## src/rtl/gpi_periph_pkg.sv

```systemverilog
// Shared definitions for the general-purpose input port: register map,
// default width and the address decoder used by the read mux and write logic.
package gpi_periph_pkg;

    localparam int GPI_WIDTH = 8;

    localparam logic [9:0] GPI_DATA_ADDR = 10'h054;
    localparam logic [9:0] GPI_EDGE_ADDR = 10'h058;
    localparam logic [9:0] GPI_IEN_ADDR  = 10'h05C;

    typedef enum logic [1:0] {
        SEL_NONE = 2'd0,
        SEL_DATA = 2'd1,
        SEL_EDGE = 2'd2,
        SEL_IEN  = 2'd3
    } reg_sel_t;

    // Map a bus byte address onto one of the three registers (or none).
    function automatic reg_sel_t decode_addr(input logic [9:0] addr);
        reg_sel_t sel;
        case (addr)
            GPI_DATA_ADDR: sel = SEL_DATA;
            GPI_EDGE_ADDR: sel = SEL_EDGE;
            GPI_IEN_ADDR:  sel = SEL_IEN;
            default:       sel = SEL_NONE;
        endcase
        return sel;
    endfunction

endpackage

```

## src/rtl/gpi_debounce.sv

```systemverilog
// One-bit debouncer for the input port.
// With GPI_DEBOUNCE_EN defined, a change on 'in' is accepted only after it has
// persisted for DB_CYCLES consecutive cycles; otherwise 'stable' simply
// follows 'in' one cycle later. 'rise' flags the cycle whose clock edge will
// take 'stable' from 0 to 1, so the edge latch can set on that same edge.
module gpi_debounce #(
    parameter int DB_CYCLES = 16
) (
    input  logic clk,
    input  logic reset,
    input  logic in,
    output logic stable,
    output logic rise
);

`ifdef GPI_DEBOUNCE_EN
    localparam int CW = $clog2(DB_CYCLES + 1);
    localparam logic [CW-1:0] LAST = CW'(DB_CYCLES - 1);

    logic [CW-1:0] count;

    assign rise = in && !stable && (count == LAST);

    // Count consecutive disagreeing cycles; flip once the run reaches DB_CYCLES.
    always_ff @(posedge clk) begin
        if (reset) begin
            count  <= '0;
            stable <= 1'b0;
        end else if (in == stable) begin
            count <= '0;
        end else if (count == LAST) begin
            count  <= '0;
            stable <= in;
        end else begin
            count <= count + 1'b1;
        end
    end
`else
    // Debounce length is irrelevant in the plain-register build.
    logic unused_db_cfg;
    assign unused_db_cfg = |32'(DB_CYCLES);

    assign rise = in && !stable;

    // Plain register: accept every change on the next edge.
    always_ff @(posedge clk) begin
        if (reset) begin
            stable <= 1'b0;
        end else begin
            stable <= in;
        end
    end
`endif

endmodule

```

## src/rtl/gpi_periph.sv

```systemverilog
// Memory-mapped general-purpose input port.
// Synchronises the external pins, debounces them (GPI_DEBOUNCE_EN selects the
// counting debouncer, otherwise a single register), latches rising edges in a
// write-one-to-clear status register and drives a registered level interrupt.
// Reads have one cycle of latency and no side effects.
module gpi_periph
    import gpi_periph_pkg::*;
#(
    parameter int WIDTH     = GPI_WIDTH,
    parameter int DB_CYCLES = 16
) (
    input  logic             clk,
    input  logic             reset,
    input  logic [9:0]       address,
    input  logic [WIDTH-1:0] data_in,
    input  logic             write,
    input  logic             read,
    input  logic [WIDTH-1:0] pins_in,
    output logic [WIDTH-1:0] data_out,
    output logic             irq
);

    logic [WIDTH-1:0] sync1;
    logic [WIDTH-1:0] sync2;
    logic [WIDTH-1:0] stable;
    logic [WIDTH-1:0] rise;
    logic [WIDTH-1:0] edge_status;
    logic [WIDTH-1:0] irq_en;
    logic [WIDTH-1:0] clear_mask;
    logic [WIDTH-1:0] rd_data;
    reg_sel_t         sel;

    assign sel = decode_addr(address);

    // Two-flop synchroniser per pin, nothing between the flops.
    always_ff @(posedge clk) begin
        if (reset) begin
            sync1 <= '0;
            sync2 <= '0;
        end else begin
            sync1 <= pins_in;
            sync2 <= sync1;
        end
    end

    for (genvar i = 0; i < WIDTH; i++) begin : g_bit
        gpi_debounce #(
            .DB_CYCLES (DB_CYCLES)
        ) u_debounce (
            .clk    (clk),
            .reset  (reset),
            .in     (sync2[i]),
            .stable (stable[i]),
            .rise   (rise[i])
        );
    end

    // Bits the CPU asks to clear this cycle; a simultaneous rise still wins.
    assign clear_mask = (write && sel == SEL_EDGE) ? data_in : '0;

    // Edge status and interrupt enable registers.
    always_ff @(posedge clk) begin
        if (reset) begin
            edge_status <= '0;
            irq_en      <= '0;
        end else begin
            edge_status <= (edge_status & ~clear_mask) | rise;
            if (write && sel == SEL_IEN) begin
                irq_en <= data_in;
            end
        end
    end

    // Interrupt follows the registered status/enable one cycle later.
    always_ff @(posedge clk) begin
        if (reset) begin
            irq <= 1'b0;
        end else begin
            irq <= |(edge_status & irq_en);
        end
    end

    // Read mux over current (pre-write) register contents.
    always_comb begin
        rd_data = '0;
        case (sel)
            SEL_DATA: rd_data = stable;
            SEL_EDGE: rd_data = edge_status;
            SEL_IEN:  rd_data = irq_en;
            default:  rd_data = '0;
        endcase
    end

    // Registered read data, zero when no load is in progress.
    always_ff @(posedge clk) begin
        if (reset) begin
            data_out <= '0;
        end else begin
            data_out <= read ? rd_data : '0;
        end
    end

endmodule

```

## config.mk

```make
export PLATFORM = sky130hd
export DESIGN_NAME = gpi_periph
export DESIGN_NICKNAME = d
export VERILOG_FILES = /design/src/rtl/gpi_periph_pkg.sv /design/src/rtl/gpi_debounce.sv /design/src/rtl/gpi_periph.sv
export SDC_FILE = /design/constraint.sdc
export NUM_CORES = 1
export LEC_CHECK = 0
export CORE_ASPECT_RATIO = 1.25
export CORE_MARGIN = 1
export CORE_UTILIZATION = 49
export CTS_BUF_LIST = sky130_fd_sc_hd__clkbuf_16
export DETAILED_ROUTE_END_ITERATION = 6
export PLACE_DENSITY_LB_ADDON = 0.1
export SLEW_MARGIN = 15
export SYNTH_ARGS = -nofsm -noshare
export SYNTH_HDL_FRONTEND = slang
export SYNTH_SLANG_ARGS = --single-unit
```

## constraint.sdc

```tcl
create_clock -name clk -period 2.7 [get_ports clk]
set_clock_uncertainty 0.15 [all_clocks]
set_input_delay 0.675 -clock clk [delete_from_list [all_inputs] [get_ports clk]]
set_output_delay 0.675 -clock clk [all_outputs]
set_load 0.02 [all_outputs]
```

==> impl_metrics.env, run 1 <==
export IMPL_postSynthAreaPerCell_um2=10.91
export IMPL_die_height_um=70.57
export IMPL_ys_ff_latch=49
export IMPL_synth_mux_area_share_pct=9.233
export IMPL_min_delay_start="sync1[4]"
export IMPL_r2r_start="g_bit[5].u_debounce.stable"
export IMPL_async_flop_share_pct=0
export IMPL_grt_pass1_vias=1369
export IMPL_ys_seq_area_share_pct=53.22
export IMPL_pwr_density_cell_nw_per_um2=592.9
export IMPL_ant_nets=0
export IMPL_synth_compound_area_share_pct=9.165
export IMPL_num_nets_final=241
export IMPL_drt_total_wl_um=3704
export IMPL_regToRegEndpoint="edge_status[5]"
export IMPL_setup_viol_count_final=0
export IMPL_synthSimpleGateAreaFrac_pct=26.14
export IMPL_synth_most_common_cell="dfxtp_1"
export IMPL_drtIter0Drc=56
export IMPL_hp_class="reg2reg"
export IMPL_dr_pass1_iters=7
export IMPL_grt_pass1_wl_um=6182
export IMPL_clockBufferDepth=2
export IMPL_worst_setup_path_start_kind="input port"
export IMPL_core_um2=3543
export IMPL_vias_per_cell=5.488
export IMPL_critPathKind="in2reg"
export IMPL_r2r_cells=3
export IMPL_synthTopCellsByArea="dfxtp_1 53%, nor2b_1 11%, nand2b_1 8.5%"
export IMPL_dp_cells=243
export IMPL_area_growth_syn_to_layout_pct=30.69
export IMPL_hold_violations=0
export IMPL_outcome="finished with violations"
export IMPL_cts_buffers=5
export IMPL_fin_ws_ns=0.3357
export IMPL_cts_htree_levels=2
export IMPL_post_cts_resized=0
export IMPL_crit_fanout=8
export IMPL_io_pins=39
export IMPL_drv_slew=0
export IMPL_grtUsageTotal_pct=20.28
export IMPL_whs_ns=0.2876
export IMPL_setup_tns_ns=0
export IMPL_yosys_area_top_type="dfxtp_1"
export IMPL_cts_tree="done"
export IMPL_synth_edff_count=0
export IMPL_cts_sinks=49
export IMPL_r2r_setup_slack_ns=1.59
export IMPL_synthAdderAreaFrac_pct=0
export IMPL_tightest_slew_ns=0.6423
export IMPL_row_count=24
export IMPL_yosysTopAreaCellShare_pct=53.22
export IMPL_path_clk_slew_ns=0.06
export IMPL_fmaxAchievable_ghz=0.4230
export IMPL_synth_top_family_by_area="simple AND/OR/NAND/NOR gates"
export IMPL_layout_min_cycle_time_ns=2.364
export IMPL_wl_met2_um=1836
export IMPL_detail_route_wl_per_cell_um=14.82
export IMPL_placed_area_um2=2276
export IMPL_drc=12
export IMPL_clock_root_buffer="clkbuf_16"
export IMPL_synth_cells=169
export IMPL_grt_max_degree=50
export IMPL_synth_cell_types=18
export IMPL_routabilityCongestion=0.7649
export IMPL_rsz0062_at_grt="no"
export IMPL_hpwl_um=2555
export IMPL_cts_setup_buffers=0
export IMPL_syn_cell_area_um2=1843
export IMPL_wl_met3_um=244
export IMPL_leakage_nw=0.8621
export IMPL_hold_path_cell_count=1
export IMPL_drive_gt1_share_pct=11.37
export IMPL_cp_slowest_cell="or4_4"
export IMPL_placement_setup_worst_slack_ns=0.06328
export IMPL_initial_core_util_pct=52.01
export IMPL_arrival_ns=2.43
export IMPL_syn_num_nets=199
export IMPL_wl_met1_um=1546
export IMPL_clk_latency_ns=0.28
export IMPL_worstPathCellList="clkdlybuf4s50_1 > or4b_4 > or4_4 > nor2_1"
export IMPL_top_layer_used="met4"
export IMPL_fin_area_um2=2409
export IMPL_slowest_delay_ns=0.63
export IMPL_ys_flop_type="dfxtp_1"
export IMPL_fp_dieW_um=56.86
export IMPL_worstHoldEndpoint="sync2[4]"
export IMPL_fin_crit_sh_pct=87.57
export IMPL_synth_top_cells_by_count="49 x dfxtp_1, 33 x nor2b_1, 25 x nand2b_1, 12 x a22oi_1, 9 x nor2_1"
export IMPL_cp_end_kind="register"
export IMPL_peakVddDrop_mv=0.4405
export IMPL_ys_warn_count=0
export IMPL_relSlewSlack_pct=57.09
export IMPL_port_buffers=38
export IMPL_max_cap_viol_count=0
export IMPL_antenna_found_initial=0
export IMPL_vias=1372
export IMPL_failed_checks="design-rule violations"
export IMPL_insertedDiodeCount=0
export IMPL_stdcell_count=250
export IMPL_grt_remaining_overflow=0
export IMPL_synth_xor_area_share_pct=0
export IMPL_cts_hold_buf=0
export IMPL_critPathRequiredTime_ns=2.76
export IMPL_dieArea_um2=4012
## stage by stage
| step | utilization [%] | power, W |
|---|---|---|
| floorplan | - | 0.0008209 |
| global placement | 64.23 | 0.0008750 |
| detailed placement | 64.23 | 0.0008802 |
| CTS | 67.97 | 0.001445 |
| global route | 67.97 | 0.001486 |
| finish | 67.97 | 0.001428 |
## where the power goes
part / switching, W / internal [W] / leakage [nW]
combinational: 0.0000411 / 0.0000689 / 0.394
clock: 0.000233 / 0.000331 / 0.0685
sequential: 0.00000995 / 0.000744 / 0.400
## how the worst max path moves through the flow
stage,depth (start not counted),from,end
2_1_floorplan,4,address[1],data_out[0]
3_3_place_gp,4,address[1],data_out[5]
3_5_place_dp,4,address[1],data_out[0]
4_1_cts,4,address[1],data_out[7]
5_1_grt,4,address[2],data_out[7]
6_report,4,address[1],data_out[7]
## flip-flops by register name, indices dropped and copies added, names as in the netlist
name,count
data_out,8
sync2,8
g_bit.u_debounce.stable,8
irq,1
sync1,8
edge_status,8
irq_en,8
## cells by family after synthesis
group / count (synthesis)
simple gates: 74
mux: 16
compound gates: 21
flops: 49
buf+inv: 9
## placed cells by master (no fill, tap or decap), types with 2 or more instances in the layout
cell type	instances
dfxtp_1	49
clkdlybuf4s50_1	38
nor2b_1	33
nand2b_1	25
a22oi_1	12
nor2_1	9
mux2_2	8
a311oi_1	8
mux2i_1	8
buf_4	6
clkbuf_16	5
or4b_4	2
## routing by layer
metal | up-vias | track usage (%)
li1 | 665 | -
met1 | 653 | 24.26
met2 | 45 | 33.60
met3 | 9 | 5.850
met4 | 0 | 9.485
met5 | - | 0
## critical path: cells and delay by family
kind                   cells  cell delay [ns]
buffers and inverters      1             0.40
AND/OR/NAND/NOR            3             1.36
## layout make-up
| cell class | count | area, um2 |
|---|---|---|
| clock buffer | 5 | 125.1 |
| fill | 296 | 1135 |
| timing repair buffer | 44 | 425.4 |
| multi-input combinational | 111 | 820.8 |
| sequential | 49 | 980.9 |
| clock inverter | 2 | 7.507 |
| tap | 39 | 48.80 |
Note: power is estimated with default switching activity, not from simulation.
==> run 2: changes to the inputs <==
--- a/config.mk
+++ b/config.mk
@@ -10,6 +10,7 @@
 export CORE_UTILIZATION = 49
 export CTS_BUF_LIST = sky130_fd_sc_hd__clkbuf_16
 export DETAILED_ROUTE_END_ITERATION = 6
+export HOLD_SLACK_MARGIN = 0.1
 export PLACE_DENSITY_LB_ADDON = 0.1
 export SLEW_MARGIN = 15
 export SYNTH_ARGS = -nofsm -noshare
==> results of run 2 <==
Same layout as run 1: the final DEF is identical, and so are final timing and power.
==> run 3: changes to the inputs <==
--- a/config.mk
+++ b/config.mk
@@ -7,9 +7,10 @@
 export LEC_CHECK = 0
 export CORE_ASPECT_RATIO = 1.25
 export CORE_MARGIN = 1
-export CORE_UTILIZATION = 49
+export CORE_UTILIZATION = 50
 export CTS_BUF_LIST = sky130_fd_sc_hd__clkbuf_16
 export DETAILED_ROUTE_END_ITERATION = 6
+export DONT_BUFFER_PORTS = 1
 export HOLD_SLACK_MARGIN = 0.1
 export PLACE_DENSITY_LB_ADDON = 0.1
 export SLEW_MARGIN = 15
==> run 3 against run 2 <==
The run now ends clean. Setup slack improved by 0.42 ns. Critical path depth shrank 1. Clock power about the same. Core utilization is 11 points lower. Sequential share of layout area increased by 8.4 points. Register-to-register slack gained 0.04 ns. Maximum frequency rose by 22%. Largest cell class unchanged.
==> impl_metrics.env, run 3 (same netlist as run 1, synthesis figures left out) <==
export IMPL_clockBufferDepth=2
export IMPL_pwr_density_cell_nw_per_um2=681.6
export IMPL_cts_buffers=5
export IMPL_cts_hold_buf=0
export IMPL_vias=1166
export IMPL_hpwl_um=2234
export IMPL_r2r_start="irq_en[0]"
export IMPL_drive_gt1_share_pct=11.83
export IMPL_endpoint="data_out[6]"
export IMPL_drtIter0Drc=25
export IMPL_num_nets_final=199
export IMPL_clock_root_buffer="clkbuf_16"
export IMPL_antenna_found_initial=0
export IMPL_vias_per_cell=5.606
export IMPL_layout_min_cycle_time_ns=1.940
export IMPL_tightest_slew_ns=0.6000
export IMPL_r2r_setup_slack_ns=1.63
export IMPL_area_growth_syn_to_layout_pct=8.418
export IMPL_setup_viol_count_final=0
export IMPL_regArea_um2=980.9
export IMPL_die_height_um=69.88
export IMPL_outcome="complete, no violations"
export IMPL_r2r_cells=3
export IMPL_n_fill_cell=299
export IMPL_insertedDiodeCount=0
export IMPL_drc=0
export IMPL_dieArea_um2=3935
export IMPL_grt_remaining_overflow=0
export IMPL_critPathKind="in2reg"
export IMPL_min_delay_start="sync1[5]"
export IMPL_grt_pass1_wl_um=5395
export IMPL_multi_input_area_um2=820.8
export IMPL_detail_route_wl_per_cell_um=15.82
export IMPL_fmaxAchievable_ghz=0.5154
export IMPL_cts_tree="done"
export IMPL_hp_class="reg2reg"
export IMPL_path_clk_slew_ns=0.06
export IMPL_rsz0062_at_grt="no"
export IMPL_leakage_nw=0.6982
export IMPL_fin_crit_sh_pct=71.87
export IMPL_peakVddDrop_mv=0.5206
export IMPL_grtUsageTotal_pct=18.27
export IMPL_drv_slew=0
export IMPL_hold_violations=0
export IMPL_power_w=0.001362
export IMPL_clk_latency_ns=0.28
export IMPL_cts_sinks=49
export IMPL_final_common_cell="dfxtp_1"
export IMPL_fin_area_um2=1998
export IMPL_fp_dieW_um=56.31
export IMPL_row_count=24
export IMPL_critPathRequiredTime_ns=2.77
export IMPL_crit_fanout=8
export IMPL_cts_htree_levels=2
export IMPL_max_cap_viol_count=0
export IMPL_drt_total_wl_um=3290
export IMPL_arrival_ns=2.01
export IMPL_ant_nets=0
export IMPL_relSlewSlack_pct=59.92
export IMPL_cts_setup_buffers=0
export IMPL_post_cts_resized=0
export IMPL_initial_core_util_pct=52.46
export IMPL_routabilityCongestion=0.7231
export IMPL_dp_cells=201
export IMPL_grt_pass1_vias=1203
export IMPL_cp_end_kind="register"
export IMPL_grt_max_degree=51
export IMPL_port_buffers=0
export IMPL_whs_ns=0.2830
export IMPL_dr_pass1_iters=4
export IMPL_crit_start="address[1]"
export IMPL_io_pins=39
export IMPL_placed_area_um2=1866
export IMPL_regToRegEndpoint="data_out[0]"
export IMPL_setup_tns_ns=0
export IMPL_final_cell_mix="49 x dfxtp_1, 33 x nor2b_1, 25 x nand2b_1, 12 x a22oi_1, 9 x nor2_1"
export IMPL_worst_setup_path_start_kind="input port"
export IMPL_stdcell_count=208
export IMPL_core_um2=3513
## run 3: cell types whose count changed in the layout (fill, tap and decap cells not counted)
cell             delta
buf_4               -4
clkdlybuf4s50_1    -38
## run 3: per-layer routing
layer	wire, um	share of wire (%)	global-route usage [%]	vias to the layer above
li1	-	-	-	581
met1	1346	41	20.67	544
met2	1680	51	31.08	36
met3	214	6.5	6.481	5
met4	50	1.5	7.317	0
met5	0	0	0	-
## run 3: report_power, final
group | internal, W | total, W | leakage, nW | switching (W)
logic | 0.0000303 | 0.0000467 | 0.230 | 0.0000164
registers | 0.000744 | 0.000754 | 0.400 | 0.0000101
clock network | 0.000331 | 0.000561 | 0.0685 | 0.000230
## run 3: worst max-delay path: stages
cell	delay [ns]
or4b_4	0.57
or4_4	0.62
nor2_1	0.14
## run 3: area by class of cell
class | instances | share of cell area (%)
Timing Repair Buffer | 2 | 0.7514
Clock inverter | 2 | 0.3757
Tap cell | 39 | 2.442
Multi-Input combinational cell | 111 | 41.08
Clock buffer | 5 | 6.262
Sequential cell | 49 | 49.09
## run 3: worst min path at each step
stage / cells after the start / endpoint / slack (ns)
3_5_place_dp: 1 / sync2[5] / 0.27
2_1_floorplan: 1 / sync2[0] / 0.26
3_3_place_gp: 1 / sync2[2] / 0.27
4_1_cts: 1 / sync2[5] / 0.29
6_report: 1 / sync2[5] / 0.28
5_1_grt: 1 / sync2[1] / 0.30
## run 3: through the flow
stage	setup slack (ns)	utilization (%)
floorplan	0.4805	-
global placement	0.5080	53.10
detailed placement	0.4792	53.10
CTS	0.7700	56.87
global route	0.7323	56.87
finish	0.7596	56.87
